File: config.mk
export PLATFORM = sky130hd
export DESIGN_NAME = uart_rx_controller_flat
export DESIGN_NICKNAME = d
export VERILOG_FILES = /design/src/rtl/uart_rx_controller_if.sv /design/src/rtl/uart_rx_controller.sv /design/src/flat_wrapper.sv
export SDC_FILE = /design/constraint.sdc
export NUM_CORES = 1
export LEC_CHECK = 0
export ABC_CLOCK_PERIOD_IN_PS = 7750
export CORE_ASPECT_RATIO = 1.4
export CORE_MARGIN = 4
export CORE_UTILIZATION = 50
export DETAILED_ROUTE_END_ITERATION = 8
export HOLD_SLACK_MARGIN = 0.08
export PLACE_DENSITY = 0.74
export SKIP_LAST_GASP = 1
export SYNTH_ARGS = -nofsm -noshare
export SYNTH_HDL_FRONTEND = slang
export SYNTH_SLANG_ARGS = --single-unit
File: constraint.sdc
create_clock -name clk -period 7.75 [get_ports clk]
set_input_delay 1.1625 -clock clk [delete_from_list [all_inputs] [get_ports clk]]
set_output_delay 1.1625 -clock clk [all_outputs]
set_load 0.005 [all_outputs]
File: src/rtl/uart_rx_controller_if.sv
// Receive-side bundle for the UART frame sequencer.
// master = the sequencer, slave = line driver plus byte consumer.
interface uart_rx_controller_if #(
  parameter int DATA_BITS = 8
);
  logic                 RxD;
  logic                 data_ack;
  logic [DATA_BITS-1:0] data;
  logic                 data_valid;
  logic                 frame_err;
  logic                 overrun;
  logic                 busy;

  modport master (
    input  RxD,
    input  data_ack,
    output data,
    output data_valid,
    output frame_err,
    output overrun,
    output busy
  );

  modport slave (
    output RxD,
    output data_ack,
    input  data,
    input  data_valid,
    input  frame_err,
    input  overrun,
    input  busy
  );
endinterface

File: src/rtl/uart_rx_controller.sv
// UART receive frame sequencer: start check, mid-bit sampling,
// LSB-first assembly, one-entry holding register with valid/ack.
module uart_rx_controller #(
  parameter int CLK_PER_TICK = 1,
  parameter int OVERSAMPLE   = 16,
  parameter int DATA_BITS    = 8
) (
  input logic                  clk,
  input logic                  rst,
  uart_rx_controller_if.master bus
);

  localparam int HALF = OVERSAMPLE / 2;
  localparam int TMAX = HALF + (DATA_BITS + 1) * OVERSAMPLE;
  localparam int TW   = $clog2(TMAX + 1);
  localparam int PW   = (CLK_PER_TICK > 1) ? $clog2(CLK_PER_TICK) : 1;
  localparam int BW   = (DATA_BITS > 1) ? $clog2(DATA_BITS) : 1;

  typedef enum logic [2:0] {
    IDLE,
    START,
    DATA,
    STOP,
    WAIT_HIGH
  } state_t;

  state_t state;
  state_t nstate;

  logic [PW-1:0]        presc;
  logic [TW-1:0]        tcnt;
  logic [TW-1:0]        tgt;
  logic [BW-1:0]        bidx;
  logic [DATA_BITS-1:0] sr;

  logic [DATA_BITS-1:0] data_q;
  logic                 valid_q;
  logic                 ferr_q;
  logic                 ovr_q;

  logic rx;
  logic tick;
  logic spt;
  logic go;
  logic count;
  logic shift;
  logic load;
  logic ferr;
  logic busy_c;

  assign rx   = bus.RxD;
  assign tick = (presc == PW'(CLK_PER_TICK - 1));
  // tgt holds the tick count of the next sample point
  assign spt  = tick && ((tcnt + TW'(1)) == tgt);

  always_ff @(posedge clk or posedge rst) begin
    if (rst) begin
      state <= IDLE;
    end else begin
      state <= nstate;
    end
  end

  always_comb begin
    nstate = state;
    unique case (state)
      IDLE: begin
        if (!rx) nstate = START;
      end
      START: begin
        if (spt) nstate = rx ? IDLE : DATA;
      end
      DATA: begin
        if (spt && bidx == BW'(DATA_BITS - 1))
          nstate = STOP;
      end
      STOP: begin
        if (spt) nstate = rx ? IDLE : WAIT_HIGH;
      end
      WAIT_HIGH: begin
        if (rx) nstate = IDLE;
      end
      default: nstate = IDLE;
    endcase
  end

  always_comb begin
    go     = 1'b0;
    count  = 1'b0;
    shift  = 1'b0;
    load   = 1'b0;
    ferr   = 1'b0;
    busy_c = 1'b1;
    unique case (state)
      IDLE: begin
        go     = !rx;
        busy_c = 1'b0;
      end
      START: begin
        count = 1'b1;
      end
      DATA: begin
        count = 1'b1;
        shift = spt;
      end
      STOP: begin
        count = 1'b1;
        load  = spt && rx;
        ferr  = spt && !rx;
      end
      WAIT_HIGH: begin
        count = 1'b0;
      end
      default: begin
        busy_c = 1'b0;
      end
    endcase
  end

  always_ff @(posedge clk or posedge rst) begin
    if (rst) begin
      presc <= '0;
      tcnt  <= '0;
      tgt   <= '0;
      bidx  <= '0;
      sr    <= '0;
    end else if (go) begin
      presc <= '0;
      tcnt  <= '0;
      tgt   <= TW'(HALF);
      bidx  <= '0;
    end else if (count) begin
      presc <= tick ? '0 : presc + PW'(1);
      if (tick) tcnt <= tcnt + TW'(1);
      if (spt) tgt <= tgt + TW'(OVERSAMPLE);
      if (shift) begin
        bidx <= bidx + BW'(1);
        sr   <= (sr >> 1)
              | (DATA_BITS'(rx) << (DATA_BITS - 1));
      end
    end
  end

  // a load beats a same-cycle ack, so the new byte is never lost
  always_ff @(posedge clk or posedge rst) begin
    if (rst) begin
      data_q  <= '0;
      valid_q <= 1'b0;
      ferr_q  <= 1'b0;
      ovr_q   <= 1'b0;
    end else begin
      ferr_q <= ferr;
      if (load) begin
        data_q  <= sr;
        valid_q <= 1'b1;
        if (valid_q && !bus.data_ack)
          ovr_q <= 1'b1;
      end else if (bus.data_ack) begin
        valid_q <= 1'b0;
      end
    end
  end

  assign bus.data       = data_q;
  assign bus.data_valid = valid_q;
  assign bus.frame_err  = ferr_q;
  assign bus.overrun    = ovr_q;
  assign bus.busy       = busy_c;

endmodule

File: src/flat_wrapper.sv
// flat-port wrapper written by rule: the top's interface ports become plain ports
module uart_rx_controller_flat 
#(
  parameter int CLK_PER_TICK = 1,
  parameter int OVERSAMPLE   = 16,
  parameter int DATA_BITS    = 8
)
  (clk, rst, bus_RxD, bus_data_ack, bus_data, bus_data_valid, bus_frame_err, bus_overrun, bus_busy);
  uart_rx_controller_if #(.DATA_BITS(DATA_BITS)) bus_i ();
  input logic clk;
  input logic rst;
  input wire logic [$bits(bus_i.RxD)-1:0] bus_RxD;
  input wire logic [$bits(bus_i.data_ack)-1:0] bus_data_ack;
  output wire logic [$bits(bus_i.data)-1:0] bus_data;
  output wire logic [$bits(bus_i.data_valid)-1:0] bus_data_valid;
  output wire logic [$bits(bus_i.frame_err)-1:0] bus_frame_err;
  output wire logic [$bits(bus_i.overrun)-1:0] bus_overrun;
  output wire logic [$bits(bus_i.busy)-1:0] bus_busy;
  assign bus_i.RxD = bus_RxD;
  assign bus_i.data_ack = bus_data_ack;
  assign bus_data = bus_i.data;
  assign bus_data_valid = bus_i.data_valid;
  assign bus_frame_err = bus_i.frame_err;
  assign bus_overrun = bus_i.overrun;
  assign bus_busy = bus_i.busy;
  uart_rx_controller #(.CLK_PER_TICK(CLK_PER_TICK), .OVERSAMPLE(OVERSAMPLE), .DATA_BITS(DATA_BITS)) u_core (.clk(clk), .rst(rst), .bus(bus_i));
endmodule
==> metrics.yaml, run 1 <==
irDropWorstVdd_mv: 0.244
io_pins: 16
wl_per_cell_um: 14.6
crit_fanout: 7
grt_max_degree: 39
htreeDepth: 2
dieArea_um2: 4790
fillers: 319
maxSlewViolCount: 0
layout_min_cycle_time_ps: 2890
crit_path_start_kind: "register"
cts_buffers: 5
ys_types: 37
required_ps: 6590
initial_utilization_pct: 51.3
cts_resized: 0
synth_top_family_by_area: "simple AND/OR/NAND/NOR gates"
reg2reg_setup_slack_ps: 4860
grt_pass1_wl_mm: 5.97
synth_edf_count: 0
cts-root-buf: "clkbuf_8"
whs_ps: 492
finalCritPeriodShare_pct: 37.3
cts_max_path_buffers: 2
cts_tree: "built"
synthArstFlopShare_pct: 100
area_growth_pct: 14.7
outcome: "finished, final reports clean"
path_class: "register to output pin"
grt_use_total_pct: 16.2
gp_congestion: 0.885
synthCells: 168
wl_mm: 3.32
holdBufCountCts: 0
fmax_mhz: 346
hpwl_mm: 2.44
synth_ff_type: "dfrtp_1"
via_count: 1270
synth_area_per_cell_um2: 11.1
post_cts_buffers: 0
netlist_top_cells_count: "dfrtp_1, nor2_1, mux2_2"
synth-xor-area-share_pct: 6.56
synth_top_cell_by_area: "dfrtp_1"
netlist_area_um2: 1870
synth_area_leaders: "dfrtp_1, mux2_2, nor2_1"
worstSetupEndpointType: "output pin"
seq_area_frac_synth_pct: 50.9
dieHeight_um: 80.3
yosysMostFrequentCell: "dfrtp_1"
nets: 193
synthMuxAreaShare_pct: 11.6
power.leakage_nw: 0.974
cp.arrival_ps: 1730
finalWorstSetupSlack_ps: 4860
relSlewSlack_pct: 28.0
n_antenna_cell: 0
worst_slew_pin_slew_ps: 1070
synth_compound_area_share_pct: 11.5
grt_pass1_vias: 1421
die_x_um: 59.7
drt_iter0_drc: 38
hold_class: "register to register"
post-route-util_pct: 58.8
yosys_warnings: 0
hold_viol: 0
synth_adder_area_share_pct: 2.68
synth-simple-area-share_pct: 13.9
finalSetupViolCount: 0
final_antenna_net_count: 0
core.rowCount: 26
whs_path_depth: 1
antenna_found_initial: 0
cap_violations: 0
path_clk_slew_ps: 70
powerDensity_nw_per_um2: 307
cts.sinks: 38
synth_seq_cells: 38
r2r_cells: 6
drive_gt1_share_pct: 17.7
synth_top_area_share_pct: 50.9
rsz0062_at_grt: "false"
io_buffers: 15
pre_cts_ws_ps: 4890
gr-total-overflow: 0
syn-num-nets: 176
vias_per_cell: 5.57
tns_ps: 0
firstDrtPassIters: 4
clock_skew_ps: 2.91
clock_latency_ps: 290
fp.coreArea_um2: 3640
drc: 0
## cell usage in the layout, fill, tap and decap left out, types with 3 or more instances in the layout
cell and count:
a21oi_1 5, clkbuf_8 6, clkdlybuf4s50_1 15, dfrtp_1 38, ha_1 4, inv_1 4
mux2_2 13, mux2i_1 4, nand2_1 11, nand2b_1 4, nand3_1 4, nor2_1 17
o211ai_1 4, o21ai_0 12, or2_2 3, or3_1 3, xnor2_1 7, xor2_1 7
## metrics by stage
stage / instance area [um^2] / total power [mW] / instances
finish: 2140 / 0.658 / 228
CTS: 2140 / 0.663 / 228
global placement: 2050 / 0.507 / 220
detailed placement: 2050 / 0.520 / 220
floorplan: 1870 / 0.474 / 168
global route: 2140 / 0.711 / 228
## path summary, 6_finish.rpt
path | from | endpoint
max in group asynchronous | rst | u_core.bus.overrun$_DFFE_PP0P_
hold reg to reg | u_core.bus.overrun$_DFFE_PP0P_ | u_core.bus.overrun$_DFFE_PP0P_
setup / recovery | u_core.state[0]$_DFFE_PP0P_ | bus_busy
setup reg to reg | u_core.tcnt[0]$_DFFE_PP0P_ | u_core.sr[1]$_DFFE_PP0P_
min in group asynchronous | rst | u_core.bus.data[2]$_DFFE_PP0P_
hold / removal | u_core.bus.overrun$_DFFE_PP0P_ | u_core.bus.overrun$_DFFE_PP0P_
## per-layer routing
layer / track usage, % / routed length (um) / up-vias
met3: 3.05 / 137 / 12
met5: 0 / 0 / -
li1: - / - / 621
met1: 16.9 / 1350 / 607
met2: 29.1 / 1730 / 30
met4: 9.09 / 102 / 0
## power by group
group | total (mW) | internal (mW) | switching [mW]
Combinational | 0.211 | 0.0949 | 0.116
Clock | 0.142 | 0.0715 | 0.0708
Sequential | 0.305 | 0.242 | 0.0623
Total | 0.658 | 0.409 | 0.249
## critical path: stages, from the launching register on
cell and delay, ps:
dfrtp_1 480, nor2_1 280, xnor2_1 160, clkdlybuf4s50_1 520
## area by class of cell
type	count	area, um^2	area share, %
Sequential cell	38	951	44.4
Clock buffer	6	82.6	3.85
Timing Repair Buffer	17	165	7.71
Tap cell	42	52.6	2.45
Inverter	4	15.0	0.701
Multi-Input combinational cell	119	865	40.3
Clock inverter	2	12.5	0.584
## kinds of logic after synthesis
| group | count (synthesis) |
|---|---|
| buf+inv | 11 |
| xor+xnor | 14 |
| flops | 38 |
| fa+ha+maj | 4 |
| simple gates | 51 |
| mux | 19 |
| compound gates | 31 |
## flip-flops by register name (all words and copies together), names as in the netlist
name                   count
u_core.bidx                3
u_core.bus.frame_err       1
u_core.bus.data_valid      1
u_core.bus.data            8
u_core.sr                  8
u_core.tcnt                8
u_core.bus.overrun         1
u_core.tgt                 5
u_core.state               3
No activity file was read; power rests on OpenSTA's default activity.
==> run 2, diff against run 1 <==
Settings changed: ABC_CLOCK_PERIOD_IN_PS 7750 to 2490, PLACE_DENSITY 0.74 to 0.77.
Clock period 7.75 ns to 2.49 ns, I/O delays scaled along.
==> run 2 against run 1 <==
Against the previous run: utilization increased by 3.1 points; wire length increased by 4.6%; non-clock buffer count increased by 6; via count increased by 3.9%; largest power group unchanged; largest cell class unchanged; global-route usage increased by 0.13 points; register-to-register slack got worse by 4700 ps.
==> metrics.yaml, run 2 (same netlist as run 1, synthesis figures left out) <==
outcome: "finished, final reports clean"
required_ps: 2670  # -3920 ps
r2r_end: "u_core.bus.data[6]$_DFFE_PP0P_"
instances_no_fill: 235  # +3.1%
powerDensity_nw_per_um2: 1030  # +240%
drive_gt1_share_pct: 22.3  # +4.5 points
clock_latency_ps: 290  # about the same
relSlewSlack_pct: 68.3  # +40 points
cts_max_path_buffers: 2  # unchanged
cp.arrival_ps: 2550  # +820 ps
worst_slew_pin_slew_ps: 476  # -599 ps
crit_path_start_kind: "register"
hold_viol: 0  # unchanged
finalWorstSetupSlack_ps: 120  # -4740 ps
drc: 0  # unchanged
place_area_um2: 2090  # +2.2%
tns_ps: 0  # unchanged
grt_pass1_wl_mm: 5.94  # -0.47%
fmax_mhz: 422
clock_skew_ps: 5.58  # +2.67 ps
cp_slowest_stage_delay_ps: 520  # about the same
via_count: 1319  # +3.9%
antenna_found_initial: 0  # unchanged
wl_mm: 3.47  # +4.6%
n_antenna_cell: 0  # unchanged
firstDrtPassIters: 4  # unchanged
grt_use_total_pct: 16.3  # +0.13 points
wl_per_cell_um: 14.8  # +1.5%
nets: 200  # +3.6%
whs_ps: 485  # -7.39 ps
regToRegStartpoint: "u_core.tcnt[0]$_DFFE_PP0P_"
cts-root-buf: "clkbuf_8"
maxSlewViolCount: 0  # unchanged
io_pins: 16  # unchanged
grt_pass1_vias: 1312  # -7.7%
finalSetupViolCount: 0  # unchanged
finalCritPeriodShare_pct: 95.2
design_area_um2: 2260  # +5.3%
cts_tree: "built"
gr-total-overflow: 0  # unchanged
final_cell_mix: "dfrtp_1, nor2_1, clkdlybuf4s50_1"
final_antenna_net_count: 0  # unchanged
area_growth_pct: 20.8
critical_path.slowest_cell: "or4_1"
hpwl_mm: 2.38  # -2.3%
die_x_um: 59.7  # unchanged
use_met2_pct: 26.9  # -2.2 points
finalPower_mw: 2.32  # +250%
crit_fanout: 5  # -2
met3_usage_pct: 4.34  # +1.3 points
cts_buffers: 5  # unchanged
cp_cell_sequence: "ha_1 > or4_1 > a21oi_1 > o21a_2 > nand4_4 > mux2_4"
power.leakage_nw: 1.02  # +4.6%
gp_congestion: 0.877  # -0.90%
dieArea_um2: 4790  # unchanged
io_buffers: 15  # unchanged
global_route.usage.met1_pct: 19.4  # +2.5 points
fp.coreArea_um2: 3640  # unchanged
r2r_cells: 6  # unchanged
cap_violations: 0  # unchanged
cts.sinks: 38  # unchanged
fillers: 291  # -8.8%
grt_max_degree: 39  # unchanged
reg2reg_setup_slack_ps: 120  # -4740 ps
rsz0062_at_grt: "true"
path_clk_slew_ps: 80  # about the same
busiest_layer: "met2"
vias_per_cell: 5.61  # +0.76%
layout_min_cycle_time_ps: 2370
htreeDepth: 2  # unchanged
irDropWorstVdd_mv: 0.771  # +220%
initial_utilization_pct: 51.3  # unchanged
drt_iter0_drc: 58  # +53%
hold_class: "input pin to asynchronous set/reset pin"
dieHeight_um: 80.3  # unchanged
post_cts_buffers: 0  # unchanged
path_class: "register to register"
core.rowCount: 26  # unchanged
worstSetupEndpointType: "register"
final_common_cell: "dfrtp_1"
post-route-util_pct: 61.9  # +3.1 points
dp_cells: 226  # +2.7%
pre_cts_ws_ps: 56.8  # -4830 ps
[run 2: per-layer routing]
metal	share of wire [%]	wire length (um)
met1	43	1490
met3	3.7	129
met5	0	0
met2	51	1770
met4	2.2	78
[run 2: report_power, final]
group / switching (mW) / leakage, nW / internal [mW] / total (mW)
sequential: 0.188 / 0.495 / 0.759 / 0.947
combinational: 0.404 / 0.456 / 0.345 / 0.749
clock: 0.227 / 0.0683 / 0.401 / 0.628
total: 0.818 / 1.02 / 1.51 / 2.32
[run 2: worst max path at each step]
stage	endpoint	slack [ps]	depth (start not counted)	from
6_report	u_core.bus.data[6]$_DFFE_PP0P_	120	6	u_core.tcnt[0]$_DFFE_PP0P_
5_1_grt	u_core.bus.data[6]$_DFFE_PP0P_	-10	8	u_core.tcnt[1]$_DFFE_PP0P_
4_1_cts	u_core.bus.data[6]$_DFFE_PP0P_	50	6	u_core.tcnt[2]$_DFFE_PP0P_
3_5_place_dp	u_core.bus.data[5]$_DFFE_PP0P_	60	6	u_core.tcnt[2]$_DFFE_PP0P_
3_3_place_gp	u_core.bus.data[5]$_DFFE_PP0P_	130	6	u_core.tcnt[2]$_DFFE_PP0P_
2_1_floorplan	u_core.bus.data[5]$_DFFE_PP0P_	50	7	u_core.tcnt[0]$_DFFE_PP0P_
[run 2: timing repair]
item	CTS	global route
hold buffers	0	0
endpoints found under the hold margin	0	0
gates resized for setup	0	4
setup endpoints to repair	0	8
[run 2: critical path, delay by kind of cell (launching register included)]
kind / cells / cell delay, ps
compound gates: 2 / 570
fa+ha+maj: 1 / 260
flops: 1 / 410
mux: 1 / 340
simple gates: 2 / 690
[run 2: final cells by class]
cell class	instances	area [um^2]	area share (%)
Inverter	4	15.0	0.666
Clock buffer	5	68.8	3.05
Multi-Input combinational cell	120	886	39.3
Sequential cell	38	955	42.3
Clock inverter	3	68.8	3.05
Tap cell	42	52.6	2.33
Timing Repair Buffer	23	210	9.32
==> run 3, diff against run 2 <==
Settings changed: ABC_CLOCK_PERIOD_IN_PS 2490 to 2100, CTS_BUF_LIST set to sky130_fd_sc_hd__clkbuf_8.
Clock period 2.49 ns to 2.1 ns, I/O delays scaled along.
==> run 3 against run 2 <==
Against the previous run: the run now ends with negative setup slack left; count of clock-buffer cells in the layout grew 1; critical endpoint is now u_core.tgt[7]$_DFFE_PP0P_; die area did not move; global-route usage up 4.8 points; via count is 13% higher; clock power increased by 22%; worst hold slack worse by 54 ps; critical path depth unchanged; wire length grew 33%; combinational power increased by 83%; non-clock buffer count rose by 25; largest cell class is now multi-input combinational cells; utilization is 8.1 points higher.
==> metrics.yaml, run 3 (same netlist as run 1, synthesis figures left out) <==
crit_fanout: 5  # unchanged
pwr-share-seq_pct: 34.3  # -6.5 points
crit_path_start_kind: "register"
power.switching_fraction_pct: 35.9  # +0.68 points
reg2reg_setup_slack_ps: -180  # -300 ps
cts_tree: "built"
final_cell_mix: "dfrtp_1, buf_4, nor2_1"
fillers: 261  # -10%
die_x_um: 59.7  # unchanged
worstSetupEndpointType: "register"
cp_cell_sequence: "xnor2_1 > or3_4 > a2111oi_4 > o211ai_1 > or3_1 > a21oi_2"
initial_utilization_pct: 51.3  # unchanged
rsz0062_at_grt: "true"
r2r_end: "u_core.tgt[7]$_DFFE_PP0P_"
worst_slew_pin_slew_ps: 511  # +34.8 ps
wl_mm: 4.61  # +33%
post-route-util_pct: 70.1  # +8.1 points
finalSetupViolCount: 25  # +25
required_ps: 2330  # -340 ps
critPathTopFamily: "compound AO/OA/AOI/OAI gates"
holdBufCountCts: 0  # unchanged
gp_congestion: 0.895  # +2.1%
design_area_um2: 2550  # +13%
final_common_cell: "dfrtp_1"
fp.coreArea_um2: 3640  # unchanged
regToRegStartpoint: "u_core.tcnt[5]$_DFFE_PP0P_"
path_clk_slew_ps: 80  # about the same
grt_max_degree: 39  # unchanged
finalCritPeriodShare_pct: 109  # +13 points
io_buffers: 15  # unchanged
cts_max_path_buffers: 2  # unchanged
cp_slowest_stage_delay_ps: 450  # -70 ps
place_area_um2: 2280  # +8.9%
nets: 225  # +13%
critical_path.slowest_cell: "or3_1"
n_antenna_cell: 0  # unchanged
final_antenna_net_count: 0  # unchanged
internal-power_mw: 2.08  # +38%
cts_buffers: 5  # unchanged
cap_violations: 0  # unchanged
finalWorstSetupSlack_ps: -179  # -299 ps
hold_class: "input pin to asynchronous set/reset pin"
grt_pass1_vias: 1657  # +26%
drive_gt1_share_pct: 37.2  # +15 points
irDropWorstVdd_mv: 0.818  # +6.1%
firstDrtPassIters: 4  # unchanged
cp.arrival_ps: 2500  # -50 ps
maxSlewViolCount: 0  # unchanged
drt_iter0_drc: 66  # +14%
power.leakage_nw: 1.17  # +14%
r2r_cells: 6  # unchanged
hold_viol: 0  # unchanged
via_count: 1488  # +13%
p_clk_share_pct: 23.5  # -3.5 points
finalPower_mw: 3.25  # +40%
global_route.usage.met1_pct: 23.0  # +3.6 points
htreeDepth: 2  # unchanged
antenna_found_initial: 0  # unchanged
clock_latency_ps: 290  # about the same
io_pins: 16  # unchanged
p_sw_mw: 1.17  # +42%
busiest_layer: "met2"
dieArea_um2: 4790  # unchanged
powerDensity_nw_per_um2: 1270  # +23%
relSlewSlack_pct: 65.8  # -2.5 points
clock_skew_ps: 8.11  # +2.53 ps
path_class: "register to register"
core.rowCount: 26  # unchanged
power_frac_comb_pct: 42.1  # +9.9 points
cts.sinks: 38  # unchanged
gr-total-overflow: 0  # unchanged
hpwl_mm: 2.99  # +25%
violations: "negative setup slack"
vias_per_cell: 5.72  # +2.0%
use_met2_pct: 35.6  # +8.7 points
grt_use_total_pct: 21.1  # +4.8 points
cp_num_buf_inv: 0  # unchanged
met3_usage_pct: 6.59  # +2.3 points
grt_pass1_wl_mm: 7.60  # +28%
outcome: "finished with violations"
cts-root-buf: "clkbuf_8"
fmax_mhz: 439  # +4.0%
dieHeight_um: 80.3  # unchanged
drc: 0  # unchanged
whs_ps: 431  # -54.2 ps
layout_min_cycle_time_ps: 2280  # -91.3 ps
wl_per_cell_um: 17.7  # +20%
area_growth_pct: 36.6
run 3: changes by cell type in the layout (fill, tap and decap cells not counted), sizes merged:
cell    before  now
clkbuf       5    6
buf          8   33
clkinv       1    0
run 3: power by group through the flow:
stage / Clock (mW) / Sequential, mW / Combinational, mW
floorplan: 0 / 1.07 / 0.818
global placement: 0 / 1.10 / 1.13
detailed placement: 0 / 1.12 / 1.19
CTS: 0.783 / 1.10 / 1.28
global route: 0.819 / 1.14 / 1.51
finish: 0.764 / 1.12 / 1.37
run 3: worst max path at each step:
stage                                     from                             end  slack, ps  depth (start not counted)
global placement    u_core.tcnt[5]$_DFFE_PP0P_  u_core.bus.data[5]$_DFFE_PP0P_        -10                          6
finish              u_core.tcnt[5]$_DFFE_PP0P_       u_core.tgt[7]$_DFFE_PP0P_       -180                          6
floorplan           u_core.tcnt[2]$_DFFE_PP0P_  u_core.bus.data[5]$_DFFE_PP0P_          2                          7
global route        u_core.tcnt[5]$_DFFE_PP0P_       u_core.tgt[7]$_DFFE_PP0P_       -270                          6
detailed placement  u_core.tcnt[5]$_DFFE_PP0P_  u_core.bus.data[5]$_DFFE_PP0P_        -90                          6
CTS                 u_core.tcnt[5]$_DFFE_PP0P_       u_core.tgt[6]$_DFFE_PP0P_        -90                          6
run 3: layer usage:
metal | wire, um | vias up
met1 | 1690 | 733
met5 | 0 | -
met2 | 2560 | 47
li1 | - | 691
met3 | 183 | 17
met4 | 173 | 0
run 3: tightest hold or removal path, cell delays in order:
cell	delay, ps
clkdlybuf4s50_1	400
inv_1	50
buf_4	410
run 3: stage by stage:
step | cells | setup slack, ps | setup TNS, ps
after floorplan | 168 | 2.23 | 0
after global placement | 242 | -10.5 | -20.8
after detailed placement | 242 | -92.6 | -725
after CTS | 257 | -85.4 | -516
after global routing | 260 | -275 | -5580
final | 260 | -179 | -2290
run 3: area by class of cell:
class | instances | area, um^2 | share of cell area [%]
multi-input cells | 120 | 977 | 38.3
clock buffers | 6 | 82.6 | 3.24
flip-flops and latches | 38 | 956 | 37.5
clock inverters | 2 | 60.1 | 2.35
well taps | 42 | 52.6 | 2.06
inverters | 4 | 15.0 | 0.588
repair buffers | 48 | 409 | 16.0
run 3: timing repair:
| action | 4_1_cts | 5_1_grt |
|---|---|---|
| hold endpoints to repair | 0 | 0 |
| gates cloned | 1 | 0 |
| setup buffers | 6 | 3 |
| endpoints found under the setup margin | 13 | 29 |
| gates resized for setup | 1 | 11 |
| pin swaps | 3 | 9 |
